--- src/rtl/seg7_scan_ctrl.sv ---
// ============================================================================
// Module      : seg7_scan_ctrl
// Description : Time-multiplexing scheduler for a shared 7-segment display.
//               The scheduler advances on the single-cycle scan pulse from the
//               clock divider. It drives one digit at a time, round-robin, and
//               inserts a one-cycle blanking gap before each digit so no
//               ghosting occurs. Display data is double-buffered and is
//               committed only at frame boundaries.
// Ports       : clk, rst       - clock, synchronous active-high reset
//               tick           - scan pulse, one clk wide
//               en             - scan enable (0 = display dark)
//               load           - capture data_in/dp_in into pending buffer
//               data_in        - 4*NUM_DIGITS hex nibbles, nibble i -> digit i
//               dp_in          - decimal point per digit
//               an             - registered digit anode selects
//               seg            - registered segments {g,f,e,d,c,b,a}
//               dp             - registered decimal point of driven digit
//               frame_done     - one-cycle pulse when index wraps to 0
// Option      : `define SEG7_LEADING_ZERO_BLANK_EN to blank leading zeros
//               (digit 0 is never blanked; anode timing is unchanged).
// Revision    : 1.0 - initial release
// ============================================================================
`default_nettype none

module seg7_scan_ctrl #(
    parameter int NUM_DIGITS = 8,
    parameter int ACTIVE_LOW = 1
) (
    input  logic                    clk,
    input  logic                    rst,
    input  logic                    tick,
    input  logic                    en,
    input  logic                    load,
    input  logic [4*NUM_DIGITS-1:0] data_in,
    input  logic [NUM_DIGITS-1:0]   dp_in,
    output logic [NUM_DIGITS-1:0]   an,
    output logic [6:0]              seg,
    output logic                    dp,
    output logic                    frame_done
);

    localparam int                IDX_W      = $clog2(NUM_DIGITS);
    localparam logic [IDX_W-1:0]  c_LAST_IDX = IDX_W'(NUM_DIGITS - 1);
    localparam logic              c_INV      = (ACTIVE_LOW != 0);

    typedef enum logic [1:0] {
        ST_IDLE  = 2'd0,
        ST_BLANK = 2'd1,
        ST_DRIVE = 2'd2
    } state_t;

    state_t                  r_state;
    state_t                  w_state_nxt;
    logic [IDX_W-1:0]        r_idx;
    logic [IDX_W-1:0]        w_idx_nxt;
    logic                    w_wrap;
    logic                    w_commit;

    logic [4*NUM_DIGITS-1:0] r_act_data;
    logic [NUM_DIGITS-1:0]   r_act_dp;
    logic [4*NUM_DIGITS-1:0] r_pend_data;
    logic [NUM_DIGITS-1:0]   r_pend_dp;
    logic                    r_pend_valid;

    logic [3:0]              w_nibble;
    logic                    w_dp_bit;
    logic [6:0]              w_seg_dec;
    logic                    w_lz_blank;

    logic [NUM_DIGITS-1:0]   w_an_nxt;
    logic [6:0]              w_seg_nxt;
    logic                    w_dp_nxt;

    // ------------------------------------------------------------------------
    // Next-state logic. en=0 overrides everything and parks the scan at
    // digit 0. A commit happens on leaving IDLE (so the first frame shows the
    // latest data) and on the wrap tick.
    // ------------------------------------------------------------------------
    always_comb begin
        w_state_nxt = r_state;
        w_idx_nxt   = r_idx;
        w_wrap      = 1'b0;
        w_commit    = 1'b0;
        if (!en) begin
            w_state_nxt = ST_IDLE;
            w_idx_nxt   = '0;
        end else begin
            case (r_state)
                ST_IDLE: begin
                    w_state_nxt = ST_BLANK;
                    w_idx_nxt   = '0;
                    w_commit    = 1'b1;
                end
                ST_BLANK: begin
                    w_state_nxt = ST_DRIVE;
                end
                ST_DRIVE: begin
                    if (tick) begin
                        w_state_nxt = ST_BLANK;
                        if (r_idx == c_LAST_IDX) begin
                            w_idx_nxt = '0;
                            w_wrap    = 1'b1;
                            w_commit  = 1'b1;
                        end else begin
                            w_idx_nxt = r_idx + IDX_W'(1);
                        end
                    end
                end
                default: begin
                    w_state_nxt = ST_IDLE;
                    w_idx_nxt   = '0;
                end
            endcase
        end
    end

    // ------------------------------------------------------------------------
    // Select the nibble/dp of the current digit. A compare-based mux keeps
    // the selection in range when NUM_DIGITS is not a power of two.
    // ------------------------------------------------------------------------
    always_comb begin
        w_nibble = 4'h0;
        w_dp_bit = 1'b0;
        for (int i = 0; i < NUM_DIGITS; i++) begin
            if (r_idx == IDX_W'(i)) begin
                w_nibble = r_act_data[4*i +: 4];
                w_dp_bit = r_act_dp[i];
            end
        end
    end

    // Hex decode, active-high, bit order {g,f,e,d,c,b,a}; lowercase b and d.
    always_comb begin
        w_seg_dec = 7'h00;
        case (w_nibble)
            4'h0: w_seg_dec = 7'h3F;
            4'h1: w_seg_dec = 7'h06;
            4'h2: w_seg_dec = 7'h5B;
            4'h3: w_seg_dec = 7'h4F;
            4'h4: w_seg_dec = 7'h66;
            4'h5: w_seg_dec = 7'h6D;
            4'h6: w_seg_dec = 7'h7D;
            4'h7: w_seg_dec = 7'h07;
            4'h8: w_seg_dec = 7'h7F;
            4'h9: w_seg_dec = 7'h6F;
            4'hA: w_seg_dec = 7'h77;
            4'hB: w_seg_dec = 7'h7C;
            4'hC: w_seg_dec = 7'h39;
            4'hD: w_seg_dec = 7'h5E;
            4'hE: w_seg_dec = 7'h79;
            4'hF: w_seg_dec = 7'h71;
            default: w_seg_dec = 7'h00;
        endcase
    end

`ifdef SEG7_LEADING_ZERO_BLANK_EN
    // w_lz_mask[i] is set when nibbles and dp bits i..NUM_DIGITS-1 are all
    // zero, i.e. digit i is a leading zero. Digit 0 is never blanked.
    logic [NUM_DIGITS-1:0] w_lz_mask;

    always_comb begin
        logic v_run;
        v_run     = 1'b1;
        w_lz_mask = '0;
        for (int i = NUM_DIGITS - 1; i >= 0; i--) begin
            v_run        = v_run & (r_act_data[4*i +: 4] == 4'h0) & ~r_act_dp[i];
            w_lz_mask[i] = v_run;
        end
    end

    always_comb begin
        w_lz_blank = 1'b0;
        for (int i = 1; i < NUM_DIGITS; i++) begin
            if (r_idx == IDX_W'(i)) begin
                w_lz_blank = w_lz_mask[i];
            end
        end
    end
`else
    assign w_lz_blank = 1'b0;
`endif

    // ------------------------------------------------------------------------
    // Output values for the next cycle, active-high. Outputs are only lit
    // when the next state is DRIVE; the index does not change on entry to or
    // while holding DRIVE, so r_idx selects the correct digit.
    // ------------------------------------------------------------------------
    always_comb begin
        w_an_nxt  = '0;
        w_seg_nxt = 7'h00;
        w_dp_nxt  = 1'b0;
        if (w_state_nxt == ST_DRIVE) begin
            for (int i = 0; i < NUM_DIGITS; i++) begin
                if (w_idx_nxt == IDX_W'(i)) begin
                    w_an_nxt[i] = 1'b1;
                end
            end
            w_seg_nxt = w_lz_blank ? 7'h00 : w_seg_dec;
            w_dp_nxt  = w_dp_bit;
        end
    end

    // ------------------------------------------------------------------------
    // State, buffers and output registers. Polarity inversion is applied
    // only here. A load coinciding with a commit goes straight to the active
    // buffer, so pending_valid stays clear.
    // ------------------------------------------------------------------------
    always_ff @(posedge clk) begin
        if (rst) begin
            r_state      <= ST_IDLE;
            r_idx        <= '0;
            r_act_data   <= '0;
            r_act_dp     <= '0;
            r_pend_data  <= '0;
            r_pend_dp    <= '0;
            r_pend_valid <= 1'b0;
            an           <= {NUM_DIGITS{c_INV}};
            seg          <= {7{c_INV}};
            dp           <= c_INV;
            frame_done   <= 1'b0;
        end else begin
            r_state    <= w_state_nxt;
            r_idx      <= w_idx_nxt;
            an         <= w_an_nxt ^ {NUM_DIGITS{c_INV}};
            seg        <= w_seg_nxt ^ {7{c_INV}};
            dp         <= w_dp_nxt ^ c_INV;
            frame_done <= w_wrap;
            if (w_commit) begin
                if (load) begin
                    r_act_data <= data_in;
                    r_act_dp   <= dp_in;
                end else if (r_pend_valid) begin
                    r_act_data <= r_pend_data;
                    r_act_dp   <= r_pend_dp;
                end
                r_pend_valid <= 1'b0;
            end else if (load) begin
                r_pend_data  <= data_in;
                r_pend_dp    <= dp_in;
                r_pend_valid <= 1'b1;
            end
        end
    end

endmodule

`default_nettype wire

--- config.mk ---
export PLATFORM = sky130hd
export DESIGN_NAME = seg7_scan_ctrl
export DESIGN_NICKNAME = d
export VERILOG_FILES = /design/src/rtl/seg7_scan_ctrl.sv
export SDC_FILE = /design/constraint.sdc
export NUM_CORES = 1
export LEC_CHECK = 0
export BUFFER_PORTS_ARGS = -buffer_cell sky130_fd_sc_hd__buf_4
export CAP_MARGIN = 25
export CELL_PAD_IN_SITES_DETAIL_PLACEMENT = 1
export CELL_PAD_IN_SITES_GLOBAL_PLACEMENT = 1
export CORE_MARGIN = 2
export CORE_UTILIZATION = 43
export CTS_CLUSTER_SIZE = 28
export DETAILED_ROUTE_END_ITERATION = 8
export GPL_TIMING_DRIVEN = 0
export PLACE_DENSITY_LB_ADDON = 0.15
export SLEW_MARGIN = 20
export SYNTH_ARGS = -nofsm -noshare
export SYNTH_HDL_FRONTEND = slang
export SYNTH_SLANG_ARGS = --single-unit
--- constraint.sdc ---
create_clock -name clk -period 3 [get_ports clk]
set_clock_uncertainty 0.1 [all_clocks]
set_input_delay 0.45 -clock clk [delete_from_list [all_inputs] [get_ports clk]]
set_output_delay 0.45 -clock clk [all_outputs]
set_load 0.005 [all_outputs]
==> results.ini <==
[worst_setup_path]
worst-endpoint-required_ns=3.17
cp-start-kind=flop
cp.arrival_ns=3.04
cp_max_fo=10
criticalPathCategory=flop to flop
end_kind=flop

[power_and_ir_drop]
p_leak_nw=2.21
swShare=0.272
pwr-share-comb=0.144
irDropWorstVdd_mv=0.197
p_int_mw=2.02
p_seq_frac=0.538
switchingPower_mw=0.755
clock_power_share=0.318
power.density_nw_per_um2=492
power.total_mw=2.78

[timing]
worst_pin_slew_ns=0.845
relSlewSlack=0.437
slew_viol_final=0
hold_violations=0
period_needed_ns=2.87
setup_viol=0
final.period_utilization=0.956
fmaxAchievable_mhz=349
finalWorstSetupSlack_ns=0.131
tns_ns=0
rsz0062_at_grt=true

[drt]
first_iter_violations=147
drc_errors=0
drtAntennaViolNets=0
drt-total-wl_um=13300
wl_per_cell_um=17.3
dr_total_vias=4189
avgViaCountPerCell=5.45
dr.pass1.iters=6

[layout]
ff_latch_area_sq_um=2070
fin_nets=685
synthToLayoutAreaGrowth_pct=19.5
fillCellCount=1299
multi_input_area_sq_um=2470
drive_above_1_share=0.178
insertedDiodeCount=0
postLayoutCellArea_sq_um=5650

[clocking]
path_clk_slew_ns=0.10
cts_tree=yes
numCtsBuffers=9
cts_sinks=103
cts_root_buf=clkbuf_8
cts_buffer_depth=2
clock_latency_ns=0.38
cts_max_level=3

[yosys]
synth_nets=610
yosysWarnings=0
netlist_area_sq_um=4730
synth_edf_count=0
synth-seq-area-share=0.436
ys_seq_elements=103
async_flop_share=0
avgSynthCellArea_sq_um=8.61
synthCells=549
ys_types=49
ys.flop_type=dfxtp_1

[hold_path]
min_path_type=primary input to flop

[placement]
numPortBuffers=60
dpl_cell_area_sq_um=5350
post-place-ws_ns=-0.257
dp_hpwl_um=9660
gp_congestion=0.863

[global_route]
grt_max_degree=16
grt_pass1_wl_um=21000
grt_util_all_layers=0.231
grt_remaining_overflow=0
grt_pass1_vias=4189
antenna_found_initial=0

[floorplanning]
die_area_sq_um=11800
core_area_sq_um=10800
rows=38
fp.dieH_um=109
io_pins=62
die_x_um=109
initial_core_util=0.438

[flow_run]
cap_viol_max_count=0

[status]
status=finished clean

Yosys cell counts, types with 4 or more instances:
cell type / number / area [sq um]
nand2_1: 99 / 372
dfxtp_1: 103 / 2060
nor2_1: 54 / 203
inv_1: 15 / 56.3
nor3_1: 8 / 40.0
mux2i_1: 47 / 470
ha_1: 16 / 200
a21oi_1: 49 / 245
o221ai_1: 7 / 61.3
o21ai_0: 8 / 40.0
and2_1: 4 / 25.0
a221oi_1: 4 / 35.0
nor2b_1: 5 / 31.3
nand2b_1: 4 / 25.0
nand3_1: 6 / 30.0
buf_2: 7 / 35.0
a211oi_1: 41 / 308
clkbuf_1: 32 / 120
stage by stage:
stage	instances	utilization	hold slack (ns)
after global routing	769	0.523	0.217
after CTS	766	0.515	0.201
after detailed placement	749	0.496	0.348
final	769	0.523	0.207
after global placement	749	0.496	0.341
after floorplan	549	-	0.336
routing by layer:
metal / share of wire / vias up / wire, um / global-route usage
li1: - / 2076 / - / -
met1: 0.46 / 2034 / 6160 / 0.295
met2: 0.49 / 62 / 6460 / 0.393
met3: 0.030 / 17 / 397 / 0.0359
met4: 0.022 / 0 / 289 / 0.0861
met5: 0 / - / 0 / 0
critical path, cell delays in order (launching register included):
cell and delay, ns:
dfxtp_2 0.38, inv_1 0.08, ha_1 0.22, buf_6 0.16
buf_2 0.18, nand3b_1 0.17, a221oi_1 0.25, o21ai_0 0.14
a21oi_2 0.30, inv_2 0.11, ha_4 0.19, nand2b_1 0.17
nor3_1 0.22, nor3_2 0.08
what timing repair did:
action / in CTS / in global routing
gates cloned: 0 / 0
pin swaps: 2 / 6
setup buffers: 1 / 3
resized for setup: 3 / 25
endpoints found under the setup margin: 6 / 39
hold buffers: 0 / 0
hold endpoints to repair: 0 / 0
state kept, by name, summed over array words and instances (netlist names), 2 cells and up:
name,cells
r_act_data,32
r_pend_data,32
an,8
r_act_dp,8
r_pend_dp,8
seg,7
r_idx,3
r_state,2
placed cells by master, fill, tap and decap left out, types with 2 or more instances in the layout:
| master | netlist | layout |
|---|---|---|
| mux2i_1 | 47 | 47 |
| clkinv_2 | 0 | 3 |
| nor3b_1 | 2 | 2 |
| a21o_1 | 2 | 2 |
| clkbuf_4 | 0 | 3 |
| a221o_1 | 2 | 2 |
| a221oi_1 | 4 | 3 |
| buf_2 | 7 | 4 |
| nand2_1 | 99 | 98 |
| o221ai_1 | 7 | 7 |
| buf_6 | 2 | 2 |
| nand2b_1 | 4 | 4 |
| nand3_1 | 6 | 6 |
| dfxtp_2 | 0 | 2 |
| inv_2 | 0 | 3 |
| clkbuf_8 | 0 | 10 |
| dfxtp_1 | 103 | 100 |
| a21oi_1 | 49 | 48 |
| ha_1 | 16 | 14 |
| buf_4 | 0 | 64 |
| clkbuf_2 | 0 | 2 |
| nor2b_1 | 5 | 5 |
| clkbuf_1 | 32 | 32 |
| o211ai_1 | 2 | 2 |
| a211oi_1 | 41 | 41 |
| nor2_1 | 54 | 53 |
| o21ai_0 | 8 | 7 |
| and2_1 | 4 | 4 |
| a2111oi_2 | 2 | 2 |
| inv_1 | 15 | 12 |
| nor3_1 | 8 | 7 |
| a31oi_1 | 2 | 2 |
| nand3b_1 | 3 | 3 |
power by group through the flow:
stage	sequential [mW]	combinational, mW	clock (mW)
2_1_floorplan	1.51	0.249	0
3_3_place_gp	1.52	0.369	0
3_5_place_dp	1.52	0.384	0
4_1_cts	1.49	0.388	0.896
5_1_grt	1.50	0.449	0.952
6_report	1.49	0.401	0.882
cell type report:
type,instances,share of cell area
multi-input cells,389,0.437
flip-flops and latches,103,0.366
repair buffers,64,0.0873
plain buffers,42,0.0346
well taps,140,0.0310
clock buffers,12,0.0257
inverters,15,0.00997
clock inverters,4,0.00798
kinds of logic (layout without fill, tap and decap cells):
family	after synthesis	after routing	share of synthesized area
DFF	103	103	0.436
and+or+nand+nor	194	194	0.178
muxes	47	47	0.0995
adders and majority gates	16	16	0.0424
AOI/OAI and AO/OA	132	132	0.194
buffers and inverters	57	137	0.0503
path summary, 6_finish.rpt:
kind | start | endpoint | slack (ns) | depth (start not counted)
max | r_idx[1] | seg[0] | 0.13 | 13
min | dp_in[3] | r_pend_dp[3] | 0.21 | 3
max reg2reg | r_idx[1] | seg[0] | 0.13 | 13
min reg2reg | r_pend_data[27] | r_pend_data[27] | 0.36 | 2
No activity file was read; power rests on OpenSTA's default activity.
